### config.mk
export PLATFORM = sky130hd
export DESIGN_NAME = input_conditioner
export DESIGN_NICKNAME = d
export VERILOG_FILES = /design/src/rtl/input_cond_pkg.sv /design/src/rtl/input_cond_ch.sv /design/src/rtl/input_conditioner.sv
export SDC_FILE = /design/constraint.sdc
export NUM_CORES = 1
export LEC_CHECK = 0
export CELL_PAD_IN_SITES_DETAIL_PLACEMENT = 0
export CELL_PAD_IN_SITES_GLOBAL_PLACEMENT = 2
export CORE_ASPECT_RATIO = 2
export CORE_UTILIZATION = 37
export CTS_BUF_LIST = sky130_fd_sc_hd__clkbuf_4 sky130_fd_sc_hd__clkbuf_8
export DETAILED_ROUTE_END_ITERATION = 12
export PLACE_DENSITY_LB_ADDON = 0.1
export SYNTH_ARGS = -nofsm -noshare
export SYNTH_HDL_FRONTEND = slang
export SYNTH_SLANG_ARGS = --single-unit
### constraint.sdc
create_clock -name clk -period 2.1 [get_ports clk]
set_input_delay 0.21 -clock clk [delete_from_list [all_inputs] [get_ports clk]]
set_output_delay 0.21 -clock clk [all_outputs]
set_load 0.05 [all_outputs]
### src/rtl/input_cond_pkg.sv
// Shared types and counter-width helpers for the multi-channel input conditioner.
package input_cond_pkg;

  typedef enum logic [1:0] {
    EDGE_NONE = 2'b00,
    EDGE_RISE = 2'b01,
    EDGE_FALL = 2'b10,
    EDGE_BOTH = 2'b11
  } edge_mode_t;

  // Bits needed to hold 0..max_val, never less than one.
  function automatic int cnt_width(input int max_val);
    return (max_val < 1) ? 1 : $clog2(max_val + 1);
  endfunction

  function automatic int max_int(input int a, input int b);
    return (a > b) ? a : b;
  endfunction

endpackage

### src/rtl/input_cond_ch.sv
// One conditioner channel: synchroniser chain, debounce filter, edge select and
// optional auto-repeat, with registered pulse and level outputs.
module input_cond_ch
  import input_cond_pkg::*;
#(
  parameter int SYNC_STAGES   = 2,
  parameter int DB_CYCLES     = 16,
  parameter int REPEAT_DELAY  = 0,
  parameter int REPEAT_PERIOD = 8
) (
  input  logic       clk,
  input  logic       reset,
  input  logic       sw_in,
  input  edge_mode_t mode,
  output logic       pulse,
  output logic       level
);

  localparam int DB_W = cnt_width(DB_CYCLES);

  logic [SYNC_STAGES-1:0] sync_r;
  logic                   sync_s;
  logic [DB_W-1:0]        db_cnt_r;
  logic [DB_W-1:0]        db_cnt_nxt_s;
  logic [DB_W-1:0]        db_inc_s;
  logic                   level_r;
  logic                   level_nxt_s;
  logic                   rise_s;
  logic                   fall_s;
  logic                   edge_hit_s;
  logic                   rpt_hit_s;
  logic                   pulse_r;

  assign sync_s   = sync_r[SYNC_STAGES-1];
  assign db_inc_s = db_cnt_r + DB_W'(1);
  assign rise_s   = level_nxt_s & ~level_r;
  assign fall_s   = ~level_nxt_s & level_r;

  // Synchroniser shift chain for the raw asynchronous input.
  always_ff @(posedge clk or posedge reset) begin
    if (reset) begin
      sync_r <= '0;
    end else begin
      sync_r <= {sync_r[SYNC_STAGES-2:0], sw_in};
    end
  end

  // Debounce: accept a new level only after DB_CYCLES consecutive disagreeing samples.
  always_comb begin
    level_nxt_s  = level_r;
    db_cnt_nxt_s = '0;
    if (sync_s != level_r) begin
      if (db_inc_s == DB_W'(DB_CYCLES)) begin
        level_nxt_s  = sync_s;
        db_cnt_nxt_s = '0;
      end else begin
        db_cnt_nxt_s = db_inc_s;
      end
    end else begin
      db_cnt_nxt_s = '0;
    end
  end

  // Edge selection by per-channel mode.
  always_comb begin
    edge_hit_s = 1'b0;
    case (mode)
      EDGE_NONE: edge_hit_s = 1'b0;
      EDGE_RISE: edge_hit_s = rise_s;
      EDGE_FALL: edge_hit_s = fall_s;
      EDGE_BOTH: edge_hit_s = rise_s | fall_s;
      default:   edge_hit_s = 1'b0;
    endcase
  end

  if (REPEAT_DELAY > 0) begin : g_rpt
    localparam int RW = cnt_width(max_int(REPEAT_DELAY, REPEAT_PERIOD));

    logic [RW-1:0] rpt_cnt_r;
    logic [RW-1:0] rpt_cnt_nxt_s;
    logic [RW-1:0] rpt_inc_s;
    logic [RW-1:0] rpt_target_s;
    logic          rpt_first_r;
    logic          rpt_first_nxt_s;
    logic          rpt_fire_s;

    assign rpt_inc_s    = (rpt_cnt_r == {RW{1'b1}}) ? rpt_cnt_r : rpt_cnt_r + RW'(1);
    assign rpt_target_s = rpt_first_r ? RW'(REPEAT_DELAY) : RW'(REPEAT_PERIOD);

    // Repeat timer: restarts on each rise, counts only while level stays high and
    // a falling edge this cycle suppresses the repeat so only the fall can fire.
    always_comb begin
      rpt_cnt_nxt_s   = '0;
      rpt_first_nxt_s = 1'b1;
      rpt_fire_s      = 1'b0;
      if (rise_s) begin
        rpt_cnt_nxt_s   = '0;
        rpt_first_nxt_s = 1'b1;
      end else if (level_r && level_nxt_s && mode[0]) begin
        if (rpt_inc_s == rpt_target_s) begin
          rpt_fire_s      = 1'b1;
          rpt_cnt_nxt_s   = '0;
          rpt_first_nxt_s = 1'b0;
        end else begin
          rpt_cnt_nxt_s   = rpt_inc_s;
          rpt_first_nxt_s = rpt_first_r;
        end
      end else begin
        rpt_cnt_nxt_s   = '0;
        rpt_first_nxt_s = 1'b1;
      end
    end

    // Repeat timer state.
    always_ff @(posedge clk or posedge reset) begin
      if (reset) begin
        rpt_cnt_r   <= '0;
        rpt_first_r <= 1'b1;
      end else begin
        rpt_cnt_r   <= rpt_cnt_nxt_s;
        rpt_first_r <= rpt_first_nxt_s;
      end
    end

    assign rpt_hit_s = rpt_fire_s;
  end else begin : g_no_rpt
    assign rpt_hit_s = 1'b0;
  end

  // Debounce counter, clean level and event strobe registers.
  always_ff @(posedge clk or posedge reset) begin
    if (reset) begin
      db_cnt_r <= '0;
      level_r  <= 1'b0;
      pulse_r  <= 1'b0;
    end else begin
      db_cnt_r <= db_cnt_nxt_s;
      level_r  <= level_nxt_s;
      pulse_r  <= edge_hit_s | rpt_hit_s;
    end
  end

  assign pulse = pulse_r;
  assign level = level_r;

endmodule

### src/rtl/input_conditioner.sv
// Multi-channel switch/button conditioner: N_CH independent channels, each with
// synchroniser, debounce, selectable edge events and optional auto-repeat.
module input_conditioner
  import input_cond_pkg::*;
#(
  parameter int N_CH          = 4,
  parameter int SYNC_STAGES   = 2,
  parameter int DB_CYCLES     = 16,
  parameter int REPEAT_DELAY  = 0,
  parameter int REPEAT_PERIOD = 8
) (
  input  logic              clk,
  input  logic              reset,
  input  logic [N_CH-1:0]   sw_in,
  input  logic [2*N_CH-1:0] mode,
  output logic [N_CH-1:0]   pulse,
  output logic [N_CH-1:0]   level
);

  for (genvar i = 0; i < N_CH; i++) begin : g_ch
    input_cond_ch #(
      .SYNC_STAGES   (SYNC_STAGES),
      .DB_CYCLES     (DB_CYCLES),
      .REPEAT_DELAY  (REPEAT_DELAY),
      .REPEAT_PERIOD (REPEAT_PERIOD)
    ) u_ch (
      .clk   (clk),
      .reset (reset),
      .sw_in (sw_in[i]),
      .mode  (edge_mode_t'(mode[2*i +: 2])),
      .pulse (pulse[i]),
      .level (level[i])
    );
  end

endmodule

Yosys cells after proc, flatten, opt, wreduce, memory -nomap -nowiden
Cells that the tools add are included.
Word-level totals
  flip-flop bits (word level): 36
Operators by class
  bitwise logic cells: 20
  mux-type cells: 20
  eq/ne operators: 20
  reductions and logical operators: 4
  add/subtract/negate cells: 4
Operators by type and width (number)
  $mux 5: 8
  $add 5x1->5 const B: 4
  $eq 5x5->1 const B: 4
  $eq 2x2->1 const B: 8
  $pmux 1 s4: 4
  $and 1x1->1: 8
  $eq 2x1->1 const B: 4
  $logic_not 2->1: 4
  $mux 1: 8
  $not 1->1: 8
  $ne 1x1->1: 4
  $or 1x1->1: 4

Depth between registers and ports, before layout
  depth after elaboration: 8
  depth in mapped cells: 8
  depth with buffers taken out: 8

By module
Synthesis repeated with hierarchy kept, for this count alone.
Unflattened totals
  cell total of the unflattened synthesis: 148
  area total of the unflattened synthesis: 1751.7 µm²
Modules (own cells, without submodules)
  input_cond_ch: times used 4, cells an instance 37, area each 437.9 µm²

Worst setup path before layout
Ideal clock, no wire load.
  path kind: flip-flop to flip-flop
  start: reg g_ch[1].u_ch.db_cnt_r[0]
  end: reg g_ch[1].u_ch.pulse_r
  arrival: 1692 ps
  path buffers: 0
  stages on the path, launching flop included: 8
  data required time: 1979 ps
  path slack: 287 ps
  period minus slack after synthesis: 1813 ps
  cell sequence: dfrtp_1 > ha_1 > nand2_1 > nor2_2 > mux2_1 > ha_1 > a21oi_1 > a22o_2
On the way
  longest elaborated chain between the ends: 8
  elaborated cells between the ends (all ways): 9
  classes of those cells: add/sub: 1; eq/ne: 1; mux: 3; bitwise: 4
RTL lines
  start, declared: RTL line input_cond_ch.sv:23  | logic [DB_W-1:0] db_cnt_r;
  start signal, assigned: RTL line input_cond_ch.sv:137  | db_cnt_r <= db_cnt_nxt_s;
  $add 5x1->5 *: RTL line input_cond_ch.sv:35  | assign db_inc_s = db_cnt_r + DB_W'(1);
  $eq 5x5->1 *: RTL line input_cond_ch.sv:53  | if (db_inc_s == DB_W'(DB_CYCLES)) begin
  $mux 1 *: RTL line input_cond_ch.sv:53
  $mux 1 *: RTL line input_cond_ch.sv:52  | if (sync_s != level_r) begin
  $not 1->1: RTL line input_cond_ch.sv:37  | assign fall_s = ~level_nxt_s & level_r;
  $and 1x1->1: RTL line input_cond_ch.sv:37
  $or 1x1->1: RTL line input_cond_ch.sv:71  | EDGE_BOTH: edge_hit_s = rise_s | fall_s;
  $pmux 1 s4 *: RTL line input_cond_ch.sv:67  | case (mode)
  named net g_ch[1].u_ch.edge_hit_s: RTL line input_cond_ch.sv:30  | logic edge_hit_s;
  end signal, assigned: RTL line input_cond_ch.sv:139  | pulse_r <= edge_hit_s | rpt_hit_s;
  end, declared: RTL line input_cond_ch.sv:32  | logic pulse_r;
The timed path passes the listed nets; every way through them passes the cells marked *.

Final worst setup path
  start: reg g_ch[1].u_ch.db_cnt_r[1]
  end: reg g_ch[1].u_ch.pulse_r
The elaborated chain is that of the path after synthesis.

==> impl_metrics.tcl <==
set metrics [dict create \
    status "finished, final reports clean" \
    crit_required_ps 2270 \
    num_rows 34 \
    ctsHoldBuffers 0 \
    p_leak_nw 0.881 \
    gp_congestion 0.750 \
    fillers 466 \
    synth.top_cell.area_share_pct 52.1 \
    holdCritPathClass "in -> async" \
    finalSetupViolCount 0 \
    worstSetupPathDepth 7 \
    timing.hold.ws_ps 249 \
    io_buffer_count 21 \
    synth_area_leaders "dfrtp_1 (52%), ha_1 (5.8%), xnor2_1 (4.1%)" \
    post-route-util_pct 46.7 \
    finalNetCount 198 \
    path_max_fanout 5 \
    vdd_drop_max_v 0.000434 \
    totalWireLength_um 3000 \
    fmax_mhz 512 \
    vias 1155 \
    cts-root-buf "clkbuf_8" \
    synth_nets 175 \
    track_usage_pct 14.2 \
    cp_common_cell "ha_1" \
    min_period_ps 1950 \
    cts_buffers 5 \
    start_util_pct 39.1 \
    critPathLaunchType "flop" \
    combPwrFrac_pct 7.6 \
    antenna_left 0 \
    vias_per_cell 5.00 \
    clock_power_share_pct 37.8 \
    cts_tree "built" \
    multi_input_area_sq_um 742 \
    dr.pass1.iters 4 \
    synthesis.area_sq_um 1730 \
    setup_tns_ps 0 \
    fin_worst_skew_ps 2.21 \
    antenna_found_initial 0 \
    synthCells 153 \
    critPathBufInv 0 \
    synth.avg_cell_area_sq_um 11.3 \
    wire_per_inst_um 13.0 \
    netSwitchingFraction_pct 22.4 \
    dieArea_sq_um 4970 \
    die_width_um 50.3 \
    core-area_sq_um 4420 \
    criticalPathCategory "reg -> reg" \
    hpwl_um 2250 \
    rsz0062_at_grt "false" \
    p_per_area_nw_per_um2 666 \
    htreeDepth 2 \
    n_antenna_cell 0 \
    critPathCapture "g_ch[1].u_ch.pulse" \
    yosys.area.top_type "dfrtp_1" \
    cts_buffer_depth 2 \
    syn_to_final_growth_pct 19.6 \
    yosysUniqueCellTypes 28 \
    cp_top_family "adder cells" \
    endpoint_kind "flop" \
    tightest_slew_ps 514 \
    p_int_mw 1.07 \
    grt_pass1_vias 1294 \
    worst_path_largest_cell_delay_ps 420 \
    critPathArrivalTime_ps 2120 \
    startpoint "g_ch[1].u_ch.db_cnt_r[1]" \
    ios 22 \
    clk_latency_ps 280 \
    synth-seq-area-share_pct 52.1 \
    timing_max_transition_violations_final 0 \
    route.detailed.drc 0 \
    r2r_setup_slack_ps 150 \
    grt_pass1_wl_um 5350 \
    yosys_warnings 0 \
    reg2reg_from "g_ch[1].u_ch.db_cnt_r[1]" \
    post-route-period-util_pct 92.9 \
    regArea_sq_um 902 \
    synth-seq-cells 36 \
    p_switching_mw 0.308 \
    cts_setup_buffers 0 \
    die_y_um 98.7 \
    drtIter0Drc 17 \
    cap_violations 0 \
    hold_violations 0 \
    drive_above_1_share_pct 13.0 \
    cts.sinks 36 \
    sequentialPowerShare_pct 54.6 \
    clk_pin_slew_ps 70 \
    crit_chain "ha_1 -> nand2_1 -> nor2_2 -> mux2_1 -> ha_1 -> a21oi_1 -> a22o_2" \
    relSlewSlack_pct 65.6 \
    grt_max_degree 24 \
    r2r_end "g_ch[1].u_ch.pulse" \
    rr_worst_depth 7 \
    critPathSlowestCell "dfrtp_1" \
    grt.overflow.total 0 \
]
==> flip-flops by register name, indices dropped and copies added (netlist names) <==
name                count
g_ch.u_ch.pulse         4
g_ch.u_ch.sync_r        8
g_ch.u_ch.db_cnt_r     20
g_ch.u_ch.level         4
==> routing by layer <==
metal | track usage [%] | part of all wire, % | vias to the layer above
met2 | 25.1 | 57 | 17
li1 | - | - | 568
met1 | 14.2 | 38 | 566
met3 | 4.32 | 3.6 | 4
met5 | 0 | 0 | -
met4 | 7.48 | 1.6 | 0
==> stage by stage <==
stage / cells / power (mW) / worst slack (ps) / cell area [sq um]
final: 231 / 1.38 / 149 / 2070
after global routing: 231 / 1.44 / 32.0 / 2070
after CTS: 231 / 1.40 / 122 / 2070
after detailed placement: 223 / 0.870 / 140 / 1970
after global placement: 223 / 0.867 / 120 / 1970
after floorplan: 153 / 0.820 / 287 / 1730
==> logic make-up after synthesis <==
family / synth area share (%)
simple gates: 16.9
compound gates: 7.74
xor+xnor: 6.08
flops: 52.1
mux: 6.37
buf+inv: 4.99
fa+ha+maj: 5.79
==> tightest hold or removal path, stage by stage <==
cell	delay, ps
clkdlybuf4s50_1	400
inv_1	70
buf_4	210
==> how the worst min path moves through the flow <==
| stage | cells past startpoint | slack [ps] | end |
|---|---|---|---|
| 2_1_floorplan | 0 | 240 | g_ch[0].u_ch.sync_r[0] |
| 3_3_place_gp | 0 | 340 | g_ch[0].u_ch.sync_r[1] |
| 3_5_place_dp | 0 | 340 | g_ch[2].u_ch.sync_r[1] |
| 4_1_cts | 3 | 250 | g_ch[3].u_ch.db_cnt_r[2] |
| 5_1_grt | 3 | 280 | g_ch[3].u_ch.db_cnt_r[2] |
| 6_report | 3 | 250 | g_ch[3].u_ch.db_cnt_r[2] |
==> cells in the final DEF, fill, tap and decap left out, types with 2 or more instances in the layout <==
| cell | n |
|---|---|
| a22o_1 | 3 |
| nand3b_1 | 3 |
| nor3_1 | 4 |
| buf_4 | 3 |
| dfrtp_1 | 35 |
| mux2_1 | 4 |
| nor2_1 | 14 |
| nand4_1 | 4 |
| clkbuf_8 | 6 |
| nor2b_1 | 4 |
| a21oi_2 | 2 |
| o21ai_0 | 4 |
| clkbuf_4 | 2 |
| nand2_1 | 8 |
| ha_1 | 8 |
| a21oi_1 | 7 |
| xor2_1 | 4 |
| inv_1 | 7 |
| clkdlybuf4s50_1 | 21 |
| mux2i_1 | 2 |
| and2b_1 | 3 |
| nand3_1 | 6 |
| mux2_2 | 4 |
| nor4b_1 | 4 |
| xnor2_1 | 8 |
==> synthesized netlist by cell type (all sizes together) <==
master,number
dfrtp,36
nor2,15
a21oi,10
buf,8
ha,8
mux2,8
nand2,8
xnor2,8
inv,7
nand3,7
nor2b,5
a22o,4
nand4,4
nor3,4
nor4b,4
o21ai,4
xor2,4
and2b,3
nand3b,3
mux2i,2
a32oi,1
==> final cells by class <==
cell class,count,share of cell area [%]
clock buffers,8,4.72
multi-input cells,102,35.9
well taps,54,3.27
flip-flops and latches,36,43.6
repair buffers,24,11.3
inverters,7,1.27
==> power by group through the flow <==
stage,logic [mW],clock network (mW),registers (mW)
floorplan,0.0630,0,0.757
global placement,0.104,0,0.763
detailed placement,0.106,0,0.764
CTS,0.107,0.545,0.751
global route,0.120,0.570,0.755
finish,0.105,0.521,0.751
==> what timing repair did <==
item,4_1_cts,5_1_grt
endpoints found under the hold margin,0,0
gates resized for setup,0,1
endpoints found under the setup margin,0,1
Power figures use the tool's default switching activity.
